## src/rtl/phy_write_sequencer.sv

```systemverilog
`default_nettype none
// phy_write_sequencer: pulls one WRITE burst from the Write Buffer into the PHY FIFO, then opens the tCWL-aligned drive window.
// Revision 1.0

module phy_write_sequencer #(
  parameter int MEM_DATAWIDTH = 64,
  parameter int BURST_LENGTH  = 8,
  parameter int CWL           = 12,
  parameter int DRIVE_CYCLES  = 4,
  parameter int TPOST         = 1,
  parameter int ID_W          = 4
) (
  input  logic                                    clk,
  input  logic                                    rst,
  input  logic                                    cmd_valid,
  input  logic [ID_W-1:0]                         cmd_id,
  output logic                                    cmd_ready,
  input  logic                                    buf_valid,
  input  logic [MEM_DATAWIDTH-1:0]                buf_data,
  input  logic [MEM_DATAWIDTH/BURST_LENGTH-1:0]   buf_strb,
  output logic                                    buf_pop,
  output logic                                    inflag,
  output logic [MEM_DATAWIDTH-1:0]                inData,
  output logic [MEM_DATAWIDTH/BURST_LENGTH-1:0]   inStrb,
  output logic                                    outflag,
  output logic                                    wr_done,
  output logic                                    wr_err,
  output logic [ID_W-1:0]                         done_id
);

  localparam int LAST_CYC = CWL + DRIVE_CYCLES + TPOST;
  localparam int CNT_W    = $clog2(LAST_CYC + 1);

  localparam logic [CNT_W-1:0] C_FILL_END  = CNT_W'(BURST_LENGTH);
  localparam logic [CNT_W-1:0] C_WAIT_END  = CNT_W'(CWL - 1);
  localparam logic [CNT_W-1:0] C_DRIVE_END = CNT_W'(CWL + DRIVE_CYCLES - 1);
  localparam logic [CNT_W-1:0] C_POST_END  = CNT_W'(LAST_CYC - 1);
  localparam logic [CNT_W-1:0] C_TERM      = CNT_W'(LAST_CYC);

  generate
    if (CWL < BURST_LENGTH + 1) begin : g_chk_cwl
      $error("phy_write_sequencer: CWL must be at least BURST_LENGTH+1");
    end
    if ((BURST_LENGTH < 1) || ((BURST_LENGTH & (BURST_LENGTH - 1)) != 0)) begin : g_chk_bl
      $error("phy_write_sequencer: BURST_LENGTH must be a power of two");
    end
    if (TPOST < 1) begin : g_chk_tpost
      $error("phy_write_sequencer: TPOST must be at least 1");
    end
  endgenerate

  typedef enum logic [2:0] {
    ST_IDLE  = 3'd0,
    ST_FILL  = 3'd1,
    ST_WAIT  = 3'd2,
    ST_DRIVE = 3'd3,
    ST_POST  = 3'd4
  } state_t;

  state_t           r_state;
  state_t           w_state_nxt;
  logic [CNT_W-1:0] r_cyc;
  logic [CNT_W-1:0] w_cyc_nxt;
  logic [ID_W-1:0]  r_tag;
  logic             r_outflag;
  logic             r_wr_done;
  logic             r_wr_err;
  logic [ID_W-1:0]  r_done_id;
  logic             w_accept;
  logic             w_fin_ok;
  logic             w_fin_err;

  assign cmd_ready = (r_state == ST_IDLE) && !rst;
  assign w_accept  = cmd_valid && cmd_ready;

  // r_cyc holds the cycle number of the burst; cycle 0 is the accept cycle.
  always_comb begin
    w_state_nxt = r_state;
    w_cyc_nxt   = (r_cyc != C_TERM) ? r_cyc + 1'b1 : r_cyc;
    w_fin_ok    = 1'b0;
    w_fin_err   = 1'b0;
    case (r_state)
      ST_IDLE: begin
        w_cyc_nxt = r_cyc;
        if (w_accept) begin
          w_state_nxt = ST_FILL;
          w_cyc_nxt   = CNT_W'(1);
        end
      end
      ST_FILL: begin
        if (!buf_valid) begin
          w_state_nxt = ST_IDLE;
          w_fin_err   = 1'b1;
        end else if (r_cyc == C_FILL_END) begin
          w_state_nxt = (CWL == BURST_LENGTH + 1) ? ST_DRIVE : ST_WAIT;
        end
      end
      ST_WAIT: begin
        if (r_cyc == C_WAIT_END) w_state_nxt = ST_DRIVE;
      end
      ST_DRIVE: begin
        if (r_cyc == C_DRIVE_END) w_state_nxt = ST_POST;
      end
      ST_POST: begin
        if (r_cyc == C_POST_END) begin
          w_state_nxt = ST_IDLE;
          w_fin_ok    = 1'b1;
        end
      end
      default: w_state_nxt = ST_IDLE;
    endcase
  end

  always_ff @(posedge clk or posedge rst) begin
    if (rst) begin
      r_state   <= ST_IDLE;
      r_cyc     <= '0;
      r_tag     <= '0;
      r_outflag <= 1'b0;
      r_wr_done <= 1'b0;
      r_wr_err  <= 1'b0;
      r_done_id <= '0;
    end else begin
      r_state   <= w_state_nxt;
      r_cyc     <= w_cyc_nxt;
      r_outflag <= (w_state_nxt == ST_DRIVE);
      r_wr_done <= w_fin_ok || w_fin_err;
      r_wr_err  <= w_fin_err;
      if (w_accept) r_tag <= cmd_id;
      if (w_fin_ok || w_fin_err) r_done_id <= r_tag;
    end
  end

  assign inflag  = (r_state == ST_FILL);
  assign buf_pop = inflag && buf_valid;
  assign inData  = buf_data;
  assign inStrb  = buf_strb;
  assign outflag = r_outflag;
  assign wr_done = r_wr_done;
  assign wr_err  = r_wr_err;
  assign done_id = r_done_id;

endmodule

`default_nettype wire

```

## config.mk

```make
export PLATFORM = sky130hd
export DESIGN_NAME = phy_write_sequencer
export DESIGN_NICKNAME = d
export VERILOG_FILES = /design/src/rtl/phy_write_sequencer.sv
export SDC_FILE = /design/constraint.sdc
export NUM_CORES = 1
export LEC_CHECK = 0
export ABC_AREA = 1
export CORE_MARGIN = 5
export CORE_UTILIZATION = 30
export CTS_BUF_LIST = sky130_fd_sc_hd__clkbuf_8
export DETAILED_ROUTE_END_ITERATION = 10
export PLACE_DENSITY_LB_ADDON = 0.25
export SLEW_MARGIN = 10
export SYNTH_ARGS = -nofsm -noshare
export SYNTH_HDL_FRONTEND = slang
export SYNTH_SLANG_ARGS = --single-unit
```

## constraint.sdc

```tcl
create_clock -name clk -period 1.52 [get_ports clk]
set_input_delay 0.152 -clock clk [delete_from_list [all_inputs] [get_ports clk]]
set_output_delay 0.152 -clock clk [all_outputs]
set_load 0.1 [all_outputs]
```

==> summary.txt, run 1 <==
Place
  • Dpl cells: around 210
  • Placer congestion estimate: 0.745
  • Worst slack at placement: 116 ps
  • # port buffers: 17
  • Detailed Place HPWL: 2.02 mm

Logic synthesis
  • Simple-gate share of the synthesized area: 24.7%
  • Compound-Gate Fraction of Synth Area: less than 1%
  • Syn Nets: 280
  • Flops & latches, synth: 19
  • Ys Warns: 0
  • Largest family of logic cells by synthesized area: buffers and inverters
  • XOR/XNOR Fraction of Synth Area: less than 1%
  • Mean Syn Cell Area: between 7 and 8 um^2
  • Synth Area in Adders: under 10%
  • Post-Syn Instances: 196
  • Mapped cell area: approximately 1500 um^2
  • Sequential area share after synthesis: a little under a third
  • Mux share of post-synthesis cell area: 0%
  • Netlist cell types: 15

Clock network
  • TritonCTS buffer count: 3
  • Worst-skew pair later-pin latency: about 260 ps
  • CTS tree: done
  • CTS Sinks: 19
  • H-tree depth: 1
  • CTS Buffer Depth: 2
  • Worst-path clk slew: approximately 80 ps
  • Root buffer cell: clkbuf_8

Hold path
  • Min-delay worst type: primary input to primary output
  • Hold Path End: inData[14]
  • Hold path cells: 0
  • Min-delay src: buf_data[14]

Power and ir drop
  • Sequential power share: a little under a third
  • Switch Pwr: about 1.4 mW
  • Clock power share: 12.6%
  • VDD IR max: ~0.65 mV
  • Comb pwr share: between 50% and 60%
  • PD cells: 1980 nW/um^2
  • Static Leakage: around 0.72 nW
  • Sw frac: between 40% and 50%
  • Internal power: 1.44 mW

STA
  • Fmax: between 0.6 and 0.7 GHz
  • Worst Max-Slew Pin Slew: between 200 and 300 ps
  • PnR worst setup slack: 73.5 ps
  • Final Hold Vio Count: 0
  • Period minus WS final: between 1000 and 1500 ps
  • Total Neg Setup Slack: 0 ps
  • Relative slew margins: approximately 83%
  • RSZ-0062 raised after global routing: yes
  • Period utilization: a little over nine tenths
  • Clk_skew: 1.44 ps
  • Slew Limit Fails: 0
  • Final setup viols: 0

Setup path
  • Req. time, crit path: 1370 ps
  • CP Launch Type: register
  • Worst Path Arrival: around 1300 ps
  • Setup slack, reg-to-reg: approximately 120 ps
  • RR Endpoint: r_cyc[4]
  • Worst-path fanout max: 6
  • Crit path cell chain: nor2_4, nand2_4, nor2_4, buf_12
  • Maximum single-stage delay on the critical path: about 450 ps
  • Crit path kind: register to primary output
  • CP dominant cell by count: nor2_4
  • Slowest cell on crit path: dfrtp_2
  • Nature of the critical path endpoint: primary output
  • Reg2Reg Depth: 6
  • Reg-to-Reg Start: r_cyc[0]

Cells and area
  • Finished Layout Cells: about 220
  • Number of fill cells: approximately 530
  • Fin nets: ~230
  • Most frequent cells in the layout: nand2_1 (41), nand3_1 (17), dfrtp_1 (16), inv_1 (15), buf_12 (10)
  • Area Overhead vs Synth: -6.40%
  • Diode count: 0
  • Share of layout cells above drive strength 1: around 21%
  • Commonest non-fill, non-tap cell in the layout: nand2_1

Detailed routing
  • Wirelength per Cell: 12.0 um
  • DR vias: 911
  • Iter 0 DRT Violations: 48
  • Via-per-instance ratio: 4.16
  • WL final: between 2 and 3 mm
  • DR DRC count: 0
  • Detail Route Antenna Nets: 0
  • Pre-antenna DRT Iters: 4

Status
  • Status: finished, final reports clean

Floorplanning
  • Row count: 26
  • Initial Util: between 30% and 40%
  • Core ar.: slightly above 5000 um^2
  • Die Wd: slightly above 80 um
  • Die height: approximately 82 um
  • Die area: 6690 um^2
  • IO Pins: roughly 160

Global routing
  • Vias in the first global route: between 900 and 1k
  • Initial antenna violation count: 0
  • Overflow after GRT: 0
  • First-pass GRT wire length: 4.40 mm
  • Largest net degree at the start of global routing: 20
  • GRT Resource Usage Total: 8.53%

Flow run
  • Max-Cap Viols: 0
[logic make-up (layout without fill, tap and decap cells)]
kind of cell,after synthesis,in the layout
AOI/OAI and AO/OA,2,2
xor gates and xnor gates,1,1
buffers and inverters,90,43
and+or+nand+nor,80,80
adders and majority gates,4,4
DFF,19,19
[how the worst max path moves through the flow]
stage          slack, ps  startpoint         end  cells after the start
2_1_floorplan       -170  r_state[1]  r_state[1]                      5
3_3_place_gp         140    r_cyc[0]    r_cyc[4]                      6
6_report              70  r_state[1]   cmd_ready                      4
4_1_cts                3  r_state[1]   cmd_ready                      4
3_5_place_dp         120    r_cyc[0]    r_cyc[4]                      6
5_1_grt               -3  r_state[1]   cmd_ready                      4
[stage by stage]
stage | util, % | instance area [um^2] | power, mW | hold slack (ps)
global placement | 27.3 | 1380 | 2.51 | 305
CTS | 28.4 | 1430 | 2.89 | 305
finish | 28.7 | 1450 | 2.87 | 304
floorplan | - | 1550 | 2.82 | 112
global route | 28.7 | 1450 | 3.06 | 304
detailed placement | 27.3 | 1380 | 2.50 | 305
[routing by layer]
metal,wire [um],global-route usage (%),share of wire [%]
met3,241,2.74,9.1
met5,0,0,0
met2,1170,12.0,45
met4,135,8.47,5.1
met1,1080,9.95,41
[cell usage after synthesis]
cell type	number	area (um^2)
buf_6	1	11.3
nand3_1	17	85.1
buf_4	73	548
dfrtp_1	19	475
nand4_1	6	37.5
nor2_4	2	22.5
nand2_4	3	33.8
o21ai_0	2	10.0
or2_0	1	6.26
nand2_1	41	154
inv_1	16	60.1
nand2_2	2	12.5
nor2_1	8	30.0
xnor2_1	1	8.76
ha_1	4	50.1
[power by group through the flow]
stage / Clock, mW / Sequential (mW) / Combinational, mW
final: 0.361 / 0.868 / 1.64
after global routing: 0.394 / 0.905 / 1.76
after CTS: 0.378 / 0.865 / 1.65
after detailed placement: 0 / 0.873 / 1.63
after global placement: 0 / 0.878 / 1.63
after floorplan: 0 / 1.27 / 1.55
[registers in the layout, summed over array words and instances (netlist names)]
signal and cells:
wr_err 1, r_state 3, done_id 4, outflag 1, r_cyc 5, wr_done 1
r_tag 4
[layout make-up]
class / instances / area [um^2] / share of cell area, %
Sequential cell: 19 / 479 / 33.1
Multi-Input combinational cell: 87 / 458 / 31.7
Timing Repair Buffer: 23 / 315 / 21.8
Tap cell: 70 / 87.6 / 6.06
Inverter: 16 / 60.1 / 4.15
Clock buffer: 3 / 41.3 / 2.85
Clock inverter: 1 / 5.00 / 0.346
[critical path, delay by kind of cell (launching register included)]
kind | cells | cell delay [ps]
buf+inv | 1 | 180
flops | 1 | 450
simple gates | 3 | 390
[repair_timing]
| item | CTS | global route |
|---|---|---|
| hold buffers | 0 | 0 |
| setup buffers | 1 | 1 |
| pin swaps | 1 | 1 |
| gates resized for setup | 1 | 4 |
| setup endpoints to repair | 1 | 4 |
(Power assumes the default switching activity.)
==> inputs of run 2 (changes only) <==
- CELL_PAD_IN_SITES_DETAIL_PLACEMENT: unset -> 1
- CELL_PAD_IN_SITES_GLOBAL_PLACEMENT: unset -> 2
- CORE_MARGIN: 5 -> 2
- CORE_UTILIZATION: 30 -> 13
==> run 2 against run 1 <==
Against the previous run:
- the run now ends with DRC left
- cell count is 35% higher
- core utilization down 15 points
- critical path depth unchanged
- power rose by 4.7%
- count of clock-buffer cells in the layout stayed put
- sequential share of layout area shrank 2.7 points
- final area is 8.9% higher
- first-iteration DRC count down 19%
- critical path type unchanged
- largest cell class unchanged
- largest power group unchanged
==> summary.txt, run 2 (synthesized netlist as in run 1, its figures left out) <==
Setup path
  • CP dominant cell by count: nor2_4
  • Maximum single-stage delay on the critical path: 450 ps (about the same)
  • Crit path cell chain: nor2_4, nand2_4, nor2_4, buf_12
  • Crit path kind: register to primary output
  • Crit path capture: cmd_ready
  • Crit path depth: 4 (unchanged)
  • Reg2Reg Depth: 7 (+1)
  • Nature of the critical path endpoint: primary output
  • CP startpoint: r_state[1]
  • Worst-path fanout max: 4 (-2)
  • Reg-to-Reg Start: r_cyc[1]
  • Setup slack, reg-to-reg: 150 ps (+30 ps)
  • CP Launch Type: register
  • Family with the most delay on the worst path: flip-flops
  • Slowest cell on crit path: dfrtp_2
  • Req. time, crit path: 1370 ps (about the same)
  • Worst Path Arrival: 1270 ps (-20 ps)
  • RR Endpoint: r_state[0]
  • Buf/Inv on CP: 1 (unchanged)

Cells and area
  • Area Overhead vs Synth: 1.94%
  • Number of flip-flops in the largest register: 5 (unchanged)
  • Commonest non-fill, non-tap cell in the layout: nand2_1
  • Top reg by flops: r_cyc
  • Final Util: 13.7% (-15 points)
  • Share of layout cells above drive strength 1: 26.1% (+4.7 points)
  • Number of fill cells: 1371 (+160%)
  • Fin nets: 238 (+1.7%)
  • Most frequent cells in the layout: nand2_1 (40), nand3_1 (17), dfrtp_1 (16), inv_1 (14)
  • Diode count: 0 (unchanged)

Power and ir drop
  • Clock power share: 12.1% (-0.5 points)
  • PD cells: 1910 nW/um^2 (-3.9%)
  • Comb pwr share: 58.9% (+1.8 points)
  • VDD IR max: 0.299 mV (-54%)
  • Sequential power share: 28.9% (-1.4 points)
  • Internal power: 1.52 mW (+5.2%)
  • Static Leakage: 0.737 nW (+2.5%)
  • Sw frac: 49.4% (-0.24 points)
  • Switch Pwr: 1.48 mW (+4.2%)

Status
  • Failing checks: DRC
  • Status: finished, violations left

Floorplanning
  • IO Pins: 162 (unchanged)
  • Die area: 12800 um^2 (+91%)
  • Row count: 39 (+50%)
  • Initial Util: 13.4% (-17 points)
  • Die Wd: 113 um (+38%)
  • Die height: 113 um (+38%)
  • Core ar.: 11500 um^2 (+130%)

Place
  • # port buffers: 17 (unchanged)
  • Worst slack at placement: 83.5 ps (-32.7 ps)
  • Detailed Place HPWL: 2.34 mm (+16%)
  • Placer congestion estimate: 0.682 (-8.5%)

Hold path
  • Min-delay worst type: primary input to primary output

Clock network
  • CTS tree: done
  • CTS Sinks: 19 (unchanged)
  • H-tree depth: 1 (unchanged)
  • CTS Buffer Depth: 2 (unchanged)
  • TritonCTS buffer count: 3 (unchanged)
  • CTS Hold Buffers Added: 0 (unchanged)
  • Root buffer cell: clkbuf_8
  • Worst-path clk slew: 80 ps (about the same)
  • Worst-skew pair later-pin latency: 260 ps (about the same)

Detailed routing
  • Wirelength per Cell: 10.3 um (-15%)
  • DR vias: 937 (+2.9%)
  • WL final: 3.04 mm (+15%)
  • Detail Route Antenna Nets: 0 (unchanged)
  • Pre-antenna DRT Iters: 7 (+3)
  • DR DRC count: 7 (+7)
  • Iter 0 DRT Violations: 39 (-19%)
  • Via-per-instance ratio: 3.17 (-24%)

Global routing
  • First-pass GRT wire length: 5.08 mm (+16%)
  • GRT Resource Usage Total: 5.18% (-3.4 points)
  • Largest net degree at the start of global routing: 20 (unchanged)
  • Vias in the first global route: 997 (+11%)
  • Overflow after GRT: 0 (unchanged)
  • Initial antenna violation count: 0 (unchanged)

STA
  • Final setup viols: 0 (unchanged)
  • Final Hold Vio Count: 0 (unchanged)
  • Period minus WS final: 1420 ps (-22.9 ps)
  • Fmax: 0.702 GHz (+1.6%)
  • RSZ-0062 raised after global routing: yes
  • Relative slew margins: 81.8% (-1.4 points)
  • Total Neg Setup Slack: 0 ps (unchanged)
  • Worst Max-Slew Pin Slew: 273 ps (+21.0 ps)
  • PnR worst setup slack: 96.4 ps (+22.9 ps)
  • Clk_skew: 1.91 ps (+0.461 ps)
  • Hold Slack: 304 ps (unchanged)
  • Slew Limit Fails: 0 (unchanged)
  • Period utilization: 93.7% (-1.5 points)

Flow run
  • Max-Cap Viols: 0 (unchanged)
[run 2: cell types whose count changed in the layout (fill, tap and decap cells not counted)]
cell	previous run	this run
buf_4	6	10
nand2_1	41	40
ha_2	0	1
nand2_2	2	3
nor2_1	7	6
inv_2	1	2
nor2_2	0	1
ha_1	4	3
inv_1	15	14
[run 2: cell type report]
| class | instances | area (um^2) | area share [%] |
|---|---|---|---|
| Sequential cell | 19 | 479 | 30.4 |
| Multi-Input combinational cell | 87 | 465 | 29.5 |
| Timing Repair Buffer | 27 | 345 | 21.9 |
| Tap cell | 143 | 179 | 11.4 |
| Inverter | 16 | 60.1 | 3.81 |
| Clock buffer | 3 | 41.3 | 2.62 |
| Clock inverter | 1 | 5.00 | 0.318 |
[run 2: power by group through the flow]
stage               Clock [mW]  Combinational, mW  Sequential, mW
floorplan                    0               1.55            1.27
global placement             0               1.67           0.889
detailed placement           0               1.67           0.885
CTS                      0.399               1.74           0.874
global route             0.421               1.90           0.898
finish                   0.365               1.77           0.869
[run 2: through the flow]
step           instance area, um^2  total power [mW]  cells
2_1_floorplan                 1550              2.82    196
3_3_place_gp                  1460              2.56    285
3_5_place_dp                  1460              2.55    285
4_1_cts                       1540              3.01    293
5_1_grt                       1580              3.22    296
6_report                      1580              3.00    296
[run 2: worst min-delay path by stage]
stage	startpoint	endpoint	depth (start not counted)
global route	buf_data[29]	inData[29]	0
global placement	buf_data[12]	inData[12]	0
floorplan	rst	done_id[0]	1
CTS	buf_data[12]	inData[12]	0
detailed placement	buf_data[12]	inData[12]	0
finish	buf_data[14]	inData[14]	0
[run 2: per-layer routing]
metal,global-route usage (%),up-vias,wire (um)
li1,-,449,-
met1,6.31,458,1380
met2,7.74,24,1410
met3,1.39,6,180
met4,3.98,0,72
met5,0,-,0
[run 2: what timing repair did]
item                                    CTS  global route
endpoints found under the setup margin    2             9
pin swaps                                 3             3
endpoints found under the hold margin     0             0
buffers inserted                          4             3
resized for setup                         3             6
==> inputs of run 3 (changes only) <==
- GPL_TIMING_DRIVEN: unset -> 1
==> results of run 3 <==
No change in the layout: final DEF, timing and power equal those of run 2.
==> RTL edit 1 (settings of run 1) <==
Register the output `wr_err` once more, with the module's reset; this adds one clock of latency there. The other outputs are not delayed to match.
--- a/src/rtl/phy_write_sequencer.sv
+++ b/src/rtl/phy_write_sequencer.sv
@@ -137,7 +137,13 @@
   assign inStrb  = buf_strb;
   assign outflag = r_outflag;
   assign wr_done = r_wr_done;
-  assign wr_err  = r_wr_err;
+  always_ff @(posedge clk or posedge rst) begin
+    if (rst) begin
+      wr_err <= '0;
+    end else begin
+      wr_err <= r_wr_err;
+    end
+  end
   assign done_id = r_done_id;
 
 endmodule
Formal check against the unedited RTL: not equivalent (a bounded check fails within 4 cycles, from zero or initial values and one cycle with rst high).
==> RTL edit 1 against run 1 <==
Die area rose by 3.0%. Clock skew increased by 1.5 ps. Sequential cell count rose by 1. Critical path depth unchanged. Synthesized area rose by 3.4%. Power is 7.9% higher. Sequential power increased by 1%. Worst setup slack lost 12 ps. Hold slack hardly changed. Wire length increased by 12%. Final area up 3.8%.
==> RTL edit 1: results (changes against run 1) <==
[power]
max-vdd-ir-drop_uv=790  ; +21%
p_leak_nw=0.772  ; +7.4%

[placement]
place_hpwl_um=2300  ; +14%
portBuffers=17  ; unchanged
finalWeightedCongestion=0.799  ; +7.3%

[synth]
synth.distinct_cells=18  ; +3
synth-xor-area-share=0.00548  ; -0.000186
synthTopCellsByArea=buf_4 (34%), dfrtp_1 (31%), nand2_1 (8.7%), nand3_1 (6.0%), inv_1 (3.8%)
synth-compound-area-share=0.0102  ; +0.00370
ys_seq_area_frac=0.313  ; +0.00554
synth_fa_ha_area_frac=0.0313  ; -0.00107
syn-num-nets=284  ; +1.4%
synth_flop_cell=dfrtp_1
yosys-mux-area-fraction=0  ; unchanged
netlist_instances=200  ; +2.0%
yosys-top-cells-count=buf_4 (73), nand2_1 (37), dfrtp_1 (20)

[layout]
drive_gt1_frac=0.248  ; +0.0336
largest_reg_flops=5  ; unchanged
max_flop_register=r_cyc
num-fill-cells=585  ; +9.8%
antenna_cells=0  ; unchanged
fin_nets=239  ; +2.1%
layout.cells.non_filler=223  ; +1.8%

[timing]
skew_ps=2.98  ; +1.53 ps
tightest_slew_ps=322  ; +70.8 ps
hold_violations=0  ; unchanged

[route]
drtIter0Drc=35  ; -27%
wire_per_inst_um=13.2  ; +9.7%
vias_per_cell=4.14  ; -0.39%

[global_route]
grt_start_max_net_pins=21  ; +5.0%
grt_first_pass_wirelength_um=4800  ; +9.3%
antenna_found_initial=0  ; unchanged
grt_pass1_vias=939  ; +4.1%
grt.total_usage=0.0855  ; +0.000126

[clock_network]
htree_levels=1  ; unchanged
clock_latency_ps=250
clockBufferDepth=2  ; unchanged
cts_made_buffers=3  ; unchanged

[min_path]
min_path_type=input port to output port
min_from=buf_data[0]
holdPathEnd=inData[0]

[setup_path]
critPathMaxFanout=6  ; unchanged
arrival_ps=1310  ; +20 ps
slowest_stage=dfrtp_2
ff2ff_setup_slack_ps=150  ; +30 ps
r2r_end=r_state[0]
reg2reg_depth=7  ; +1
critPathTopFamily=flip-flops

[run_status]
status=finished, final reports clean

RTL edit 1: cell types whose count changed after synthesis, moves of 3 or more:
cell and change:
nand2_1 -4, nor2_1 +4, inv_2 +3, nand4_1 -6
RTL edit 1: metrics by stage:
step	instance area, um2	setup slack [ps]	power, mW	hold slack (ps)
after floorplan	1600	68.9	2.95	132
after global placement	1420	15.3	2.69	305
after detailed placement	1420	82.9	2.68	305
after CTS	1470	11.8	3.05	305
after global routing	1500	-3.13	3.28	304
final	1500	61.8	3.09	304
RTL edit 1: worst reg2reg max path: cells and delay by family (launching register included):
family | cells | cell delay [ps]
adders and majority gates | 2 | 380
DFF | 1 | 410
and+or+nand+nor | 5 | 460
RTL edit 1: repair_timing:
item | CTS | global route
endpoints found under the setup margin | 1 | 5
endpoints found under the hold margin | 0 | 0
pin swaps | 1 | 3
setup buffers | 1 | 4
hold buffers | 0 | 0
resized for setup | 1 | 4
gates cloned | 0 | 0
RTL edit 1: cells by family after synthesis:
| family | Yosys count |
|---|---|
| AND/OR/NAND/NOR | 79 |
| XOR/XNOR | 1 |
| buffers and inverters | 93 |
| flip-flops | 20 |
| adder cells (fa/ha/maj) | 4 |
| AO/OA/AOI/OAI | 3 |
RTL edit 1: worst max path at each step:
stage               start  slack [ps]  cells past startpoint          to
2_1_floorplan  r_state[2]          70                      5  r_state[0]
3_3_place_gp     r_cyc[0]          20                      7  r_state[0]
3_5_place_dp     r_cyc[0]          80                      7  r_state[0]
4_1_cts        r_state[2]          10                      4     buf_pop
5_1_grt        r_state[0]          -3                      4   cmd_ready
6_report       r_state[0]          60                      4   cmd_ready
RTL edit 1: layer usage:
metal | up-vias | part of all wire | global-route usage
li1 | 453 | - | -
met1 | 405 | 0.39 | 0.0917
met2 | 36 | 0.43 | 0.121
met3 | 30 | 0.11 | 0.0436
met4 | 0 | 0.070 | 0.0773
met5 | - | 0 | 0
RTL edit 1: final cells by class:
class | instances | area, um2 | share of cell area
Sequential cell | 20 | 504 | 0.336
Multi-Input combinational cell | 87 | 470 | 0.313
Timing Repair Buffer | 23 | 315 | 0.210
Tap cell | 70 | 87.6 | 0.0583
Inverter | 20 | 82.6 | 0.0550
Clock buffer | 3 | 41.3 | 0.0275
RTL edit 1: power by group:
| group | total, mW | switching (mW) | internal (mW) |
|---|---|---|---|
| Combinational | 1.87 | 1.20 | 0.672 |
| Clock | 0.338 | 0.162 | 0.176 |
| Sequential | 0.880 | 0.175 | 0.705 |
| Total | 3.09 | 1.54 | 1.55 |
==> RTL edit 2 (config.mk and constraints of run 1) <==
Without the edit above. Set the parameter `MEM_DATAWIDTH` to 68 (it was 64).
--- a/src/rtl/phy_write_sequencer.sv
+++ b/src/rtl/phy_write_sequencer.sv
@@ -3,7 +3,7 @@
 // Revision 1.0
 
 module phy_write_sequencer #(
-  parameter int MEM_DATAWIDTH = 64,
+  parameter int MEM_DATAWIDTH = 68,
   parameter int BURST_LENGTH  = 8,
   parameter int CWL           = 12,
   parameter int DRIVE_CYCLES  = 4,
Interface: changed (resized buf_data and inData); port bits go from 162 to 170. The function was not compared with the original's and may differ.
==> RTL edit 2 against run 1 <==
Sequential cell count unchanged. Wire length down 5.7%. Synthesized area up 1.9%. Final area down 0.52%. Count of clock-buffer cells in the layout unchanged. Via count down 1.8%. Critical path depth unchanged. Register-to-register slack about the same. Critical path type unchanged. Worst setup slack worse by 3.6 ps. Power about the same.
==> RTL edit 2: results (changes against run 1) <==
[clock_network]
root_buffer=clkbuf_8
htree_levels=1  ; unchanged
clk_pin_slew_ps=70
clock_latency_ps=260  ; about the same
clockBufferDepth=2  ; unchanged

[synth]
netlist_instances=200  ; +2.0%
synthTopCellsByArea=buf_4 (37%), dfrtp_1 (30%), nand2_1 (9.8%), nand3_1 (5.4%), inv_1 (3.8%)
ys_seq_area_frac=0.302  ; -0.00587
yosys-top-cells-count=buf_4 (77), nand2_1 (41), dfrtp_1 (19)
ys_warn_count=0  ; unchanged
syn-num-nets=288  ; +2.9%
synth_flop_cell=dfrtp_1
synth.distinct_cells=15  ; unchanged

[layout]
drive_gt1_frac=0.216  ; +0.00145
max_flop_register=r_cyc
antenna_cells=0  ; unchanged
fin_nets=237  ; +1.3%

[global_route]
grt.total_usage=0.0772  ; -0.00815
grt_first_pass_wirelength_um=3970  ; -9.7%
antenna_found_initial=0  ; unchanged
grt_pass1_vias=876  ; -2.9%
grt_start_max_net_pins=20  ; unchanged

[placement]
finalWeightedCongestion=0.696  ; -6.5%
post_dp_cell_area_um2=1360  ; -1.1%
dp_slack_ps=120  ; +4.20 ps
place_hpwl_um=1890  ; -6.5%
placedCellCount=211  ; -0.94%
portBuffers=17  ; unchanged

[route]
firstDrtPassIters=4  ; unchanged
wirelength_um=2480  ; -5.7%
ant_nets=0  ; unchanged
drtIter0Drc=55  ; +15%
wire_per_inst_um=11.4  ; -5.3%
vias_per_cell=4.11  ; -1.3%

[power]
seq-power_uw=868  ; about the same
powerDensity_nw_per_um2=1990  ; +0.60%
max-vdd-ir-drop_uv=711  ; +8.9%
p_switching_mw=1.42  ; about the same
comb-power_mw=1.64  ; about the same
p_leak_nw=0.714  ; -0.72%

[timing]
skew_ps=2.25  ; +0.805 ps
fmax_mhz=690  ; -0.25%
slew_headroom=0.832  ; about the same

[setup_path]
critPathMaxFanout=6  ; unchanged
arrival_ps=1300
reg2reg_depth=6  ; unchanged
endpoint=cmd_ready
r2r_end=r_cyc[4]
cp-startpoint=r_state[1]

[min_path]
min_path_type=input port to output port

[run_status]
status=finished, final reports clean

## RTL edit 2: cell types whose count changed after synthesis
cell / delta
buf_4: +4
## RTL edit 2: worst max-delay path, cell delays in order, from the launching register on
cell     delay [ps]
dfrtp_2         440
nor2_4          160
nand2_4         100
nor2_4          150
buf_12          180
## RTL edit 2: routing by layer
| metal | wire (um) | up-vias | GRT usage |
|---|---|---|---|
| met4 | 195 | 0 | 0.0930 |
| met3 | 234 | 27 | 0.0152 |
| met1 | 1050 | 389 | 0.0933 |
| li1 | - | 442 | - |
| met5 | 0 | - | 0 |
| met2 | 999 | 37 | 0.103 |
## RTL edit 2: final cells by class
cell class              count  area, um2
repair buffers             22        308
clock inverters             1       5.00
clock buffers               3       41.3
inverters                  16       60.1
well taps                  70       87.6
flip-flops and latches     19        479
fillers                   556       3670
multi-input cells          87        458
## RTL edit 2: what timing repair did
action / 4_1_cts / 5_1_grt
endpoints found under the setup margin: 1 / 4
resized for setup: 1 / 5
setup buffers: 1 / 2
pin swaps: 1 / 0
## RTL edit 2: cells by family after synthesis
family | count (synthesis) | share of synthesized area
XOR/XNOR | 1 | 0.00556
buffers and inverters | 94 | 0.412
AO/OA/AOI/OAI | 2 | 0.00635
adder cells (fa/ha/maj) | 4 | 0.0318
flip-flops | 19 | 0.302
AND/OR/NAND/NOR | 80 | 0.242
## RTL edit 2: worst min path at each step
stage / startpoint / to / slack [ps] / cells after the start
CTS: buf_data[12] / inData[12] / 300 / 0
floorplan: rst / done_id[0] / 110 / 1
global placement: buf_data[12] / inData[12] / 300 / 0
detailed placement: buf_data[12] / inData[12] / 300 / 0
global route: buf_data[13] / inData[13] / 300 / 0
finish: buf_data[10] / inData[10] / 300 / 0
